**src/rtl/serial_frame_tx.sv**
```systemverilog
// Serial frame transmitter: start bit, 2-bit port, 4-bit length, payload
// MSB first, then GAP_BITS idle-high bits. Advances one bit per clkEn edge.
//
//   state | meaning
//   IDLE  | line high, waiting for start (accepted only on a clkEn edge)
//   START | driving the 0 start bit
//   ADDR  | driving port[1:0], MSB first
//   LEN   | driving len[3:0], MSB first
//   DATA  | driving data[len-1:0], MSB first
//   GAP   | driving GAP_BITS idle-high bits before returning to IDLE
module serial_frame_tx #(
  parameter int GAP_BITS = 2
) (
  input  logic        clk,
  input  logic        rst,
  input  logic        clkEn,
  input  logic        start,
  input  logic [1:0]  port,
  input  logic [3:0]  len,
  input  logic [14:0] data,
  output logic        SerOut,
  output logic        busy,
  output logic        done
);

  typedef enum logic [2:0] {IDLE, START, ADDR, LEN, DATA, GAP} state_t;

  localparam logic [3:0] GAP_LAST = 4'(GAP_BITS - 1);

  state_t      state, state_n;
  logic [3:0]  cnt, cnt_n, idx;
  logic [1:0]  port_q, port_n;
  logic [3:0]  len_q, len_n;
  logic [14:0] data_q, data_n;
  logic        ser_n, busy_n, done_n;

  // Next-state and next-output decode. cnt holds the number of bits still
  // to send in the current state after the one on the line; it is reloaded
  // on every state entry, so it never wraps within a state.
  always_comb begin
    state_n = state;
    cnt_n   = cnt;
    port_n  = port_q;
    len_n   = len_q;
    data_n  = data_q;
    ser_n   = SerOut;
    busy_n  = busy;
    done_n  = 1'b0;
    idx     = cnt - 4'd1;
    if (clkEn) begin
      case (state)
        IDLE: begin
          if (start) begin
            state_n = START;
            cnt_n   = 4'd0;
            port_n  = port;
            len_n   = len;
            data_n  = data;
            ser_n   = 1'b0;
            busy_n  = 1'b1;
          end
        end
        START: begin
          state_n = ADDR;
          cnt_n   = 4'd1;
          ser_n   = port_q[1];
        end
        ADDR: begin
          if (cnt != 4'd0) begin
            cnt_n = idx;
            ser_n = port_q[idx[0]];
          end else begin
            state_n = LEN;
            cnt_n   = 4'd3;
            ser_n   = len_q[3];
          end
        end
        LEN: begin
          if (cnt != 4'd0) begin
            cnt_n = idx;
            ser_n = len_q[idx[1:0]];
          end else if (len_q == 4'd0) begin
            state_n = GAP;
            cnt_n   = GAP_LAST;
            ser_n   = 1'b1;
          end else begin
            state_n = DATA;
            cnt_n   = len_q - 4'd1;
            ser_n   = data_q[len_q - 4'd1];
          end
        end
        DATA: begin
          if (cnt != 4'd0) begin
            cnt_n = idx;
            ser_n = data_q[idx];
          end else begin
            state_n = GAP;
            cnt_n   = GAP_LAST;
            ser_n   = 1'b1;
          end
        end
        GAP: begin
          ser_n = 1'b1;
          if (cnt != 4'd0) begin
            cnt_n = idx;
          end else begin
            state_n = IDLE;
            cnt_n   = 4'd0;
            busy_n  = 1'b0;
            done_n  = 1'b1;
          end
        end
        default: begin
          state_n = IDLE;
          ser_n   = 1'b1;
          busy_n  = 1'b0;
        end
      endcase
    end
  end

  // State and registered outputs; reset wins over clkEn.
  always_ff @(posedge clk) begin
    if (rst) begin
      state  <= IDLE;
      cnt    <= 4'd0;
      port_q <= 2'd0;
      len_q  <= 4'd0;
      data_q <= 15'd0;
      SerOut <= 1'b1;
      busy   <= 1'b0;
      done   <= 1'b0;
    end else begin
      state  <= state_n;
      cnt    <= cnt_n;
      port_q <= port_n;
      len_q  <= len_n;
      data_q <= data_n;
      SerOut <= ser_n;
      busy   <= busy_n;
      done   <= done_n;
    end
  end

endmodule

```
**config.mk**
```make
export PLATFORM = sky130hd
export DESIGN_NAME = serial_frame_tx
export DESIGN_NICKNAME = d
export VERILOG_FILES = /design/src/rtl/serial_frame_tx.sv
export SDC_FILE = /design/constraint.sdc
export NUM_CORES = 1
export LEC_CHECK = 0
export CORE_UTILIZATION = 35
export DETAILED_ROUTE_END_ITERATION = 12
export PLACE_DENSITY_LB_ADDON = 0.2
export SYNTH_ARGS = -nofsm -noshare
export SYNTH_HDL_FRONTEND = slang
export SYNTH_SLANG_ARGS = --single-unit
```
**constraint.sdc**
```tcl
create_clock -name clk -period 5.2 [get_ports clk]
set_input_delay 1.04 -clock clk [delete_from_list [all_inputs] [get_ports clk]]
set_output_delay 1.04 -clock clk [all_outputs]
set_load 0.03 [all_outputs]
```
==> reports/summary.txt <==
status - finished, final reports clean
#FFs+latches synth - 31
CTS sink count - 31
drt pass-1 iters - 4
cts hold-fix bufs - 0
critical-path maximum fanout - 32
Worst EP arrival - 2.90 ns
Final Power - 0.585 mW
worst hold path class - reg2reg
P_sw - 0.160 mW
Worst VDD drop - 134 µV
Yosys warnings - 0
Total GRT Usage - 17.7%
post-synth top area share - 33.7%
post_cts resized - 0
first-pass GRT wire length - 7390 µm
Seq pwr share - 45.3%
combinational share of power - 18.5%
clk_skew - 0.0117 ns
final worst path period share - 52.4%
Die X-Extent - 74.6 µm
clock power share - 36.2%
top-level I/O count - 28
Critical Path Start Type - input pin
Max Fclk - 367 MHz
Final Max Slew Viols - 0
count leader, synth - nand2_1
ranking of synthesized cells by area - dfxtp_1 (34%), nand2_1 (10%), a21oi_1 (8.1%)
pin count of the biggest net entering global routing - 33
layout cells sized above 1 - 9.76%
area of the mapped netlist - 1840 µm²
vias - 1670
RSZ-0062 raised after global routing - false
wire per inst - 13.6 µm
DRC viols - 0
sequential area share after synthesis - 33.7%
Iteration-0 DRC Markers - 171
Finish-stage setup viols - 0
std cell rows - 26
Starting Density - 36.3%
Hold Violations, Final - 0
Die Y - 74.6 µm
Crit Path Category - in2reg
setup TNS - 0 ns
Synth async-reset ratio - 0%
final core occ - 44.0%
dominant cell type by area after synthesis - dfxtp_1
vias in the first global route - 1531
Clock transition at path regs - 0.07 ns
synthesized net count - 255
EDFF count, synth - 0
minimum clock period - 2.72 ns
P&R area growth vs syn - 21.2%
Max Root-Sink Buffers - 2
fin nets - 273
IO Port Bufs - 27
number of max-cap violations - 0
WHS - 0.464 ns
CP endpoint kind - flop
CTS tree - done
sw frac - 27.4%
Synth cell types - 49
DIE AREA - 5560 µm²
Post-synth top flop - dfxtp_1
DR vias/cell - 5.28
HPWL after detailed placement - 3010 µm
TritonCTS buffer count - 5
Final Wtd Congestion - 0.797
H-tree depth - 2
synthesized instance count - 227
worst skew pair latency - 0.29 ns
Avg Cell Area, Syn - 8.12 µm²
number of antenna violations at the first check in global routing - 0
commonest cells in the netlist - nand2_1 (49), dfxtp_1 (31), a21oi_1 (30)
Worst EP required - 5.38 ns
Antenna diodes - 0
Worst Max-Slew Pin Slew - 1.15 ns
grt ovf - 0
root buffer cell - clkbuf_8
relative slew slack - 22.9%
ANT nets after route - 0
Setup Buffers After CTS - 0
total internal power - 0.425 mW
pwr dens - 262 nW/µm²
core area - 5070 µm²
total wire length - 4300 µm
leakage - 0.791 nW
[cell usage in the layout, fill, tap and decap left out, drive strengths merged, types with 3 or more instances in the layout]
cell type	instances
and2	3
mux2	4
dfxtp	31
nand2	49
or3	3
nor2b	4
mux2i	4
clkbuf	8
nor3	4
inv	6
a22oi	3
o21ai	12
nor3b	4
ha	3
a21oi	30
clkdlybuf4s50	27
mux4	7
nor2	12
[cell type report]
cell class                      count  area [µm²]
Fill cell                         542        2840
Timing Repair Buffer               27         270
Multi-Input combinational cell    174        1130
Inverter                            6        22.5
Clock buffer                        8         100
Sequential cell                    31         621
Tap cell                           70        87.6
[through the flow]
stage                     std cells  area (µm²)  setup slack [ns]
final                           316        2230              2.48
after detailed placement        308        2130              2.13
after CTS                       316        2230              2.44
after global routing            316        2230              2.32
after global placement          308        2130              2.18
after floorplan                 227        1840              2.90
[sequential cells by signal (all words and copies together), names as in the netlist]
register	cells
SerOut	1
done	1
port_q	2
cnt	4
len_q	4
state	3
busy	1
data_q	15
[per-layer routing]
layer  part of all wire [%]  routed length (µm)  global-route usage, %  up-vias
met5                      0                   0                      0        -
met4                    1.2                  53                   6.08        0
met3                    3.1                 135                   4.47        8
met2                     45                1960                   26.2       36
met1                     50                2160                   25.0      781
li1                       -                   -                      -      845
[logic make-up (layout without fill, tap and decap cells)]
group | Yosys count | in the layout | synth area share (%)
AO/OA/AOI/OAI | 64 | 64 | 21.7
XOR/XNOR | 2 | 2 | 1.36
adder cells (fa/ha/maj) | 3 | 3 | 2.04
buffers and inverters | 22 | 41 | 4.82
flip-flops | 31 | 31 | 33.7
multiplexers | 15 | 15 | 13.8
AND/OR/NAND/NOR | 90 | 90 | 22.7
[final timing paths]
| path | startpoint | end | slack (ns) | cells past startpoint |
|---|---|---|---|---|
| setup / recovery | rst | SerOut | 2.48 | 4 |
| hold / removal | data_q[12] | data_q[12] | 0.46 | 2 |
| hold reg to reg | data_q[12] | data_q[12] | 0.46 | 2 |
| setup reg to reg | cnt[0] | SerOut | 2.48 | 7 |
[power by group through the flow]
stage | registers [mW] | logic (mW) | clock network (mW)
after floorplan | 0.263 | 0.0766 | 0
after global placement | 0.270 | 0.107 | 0
after detailed placement | 0.270 | 0.108 | 0
after CTS | 0.265 | 0.109 | 0.218
after global routing | 0.267 | 0.120 | 0.231
final | 0.265 | 0.108 | 0.212
[critical path, cell delays in order]
cell,delay [ns]
clkdlybuf4s50_1,1.00
a311oi_2,0.45
o21ai_1,0.10
a311o_1,0.32
(Power assumes the default switching activity.)
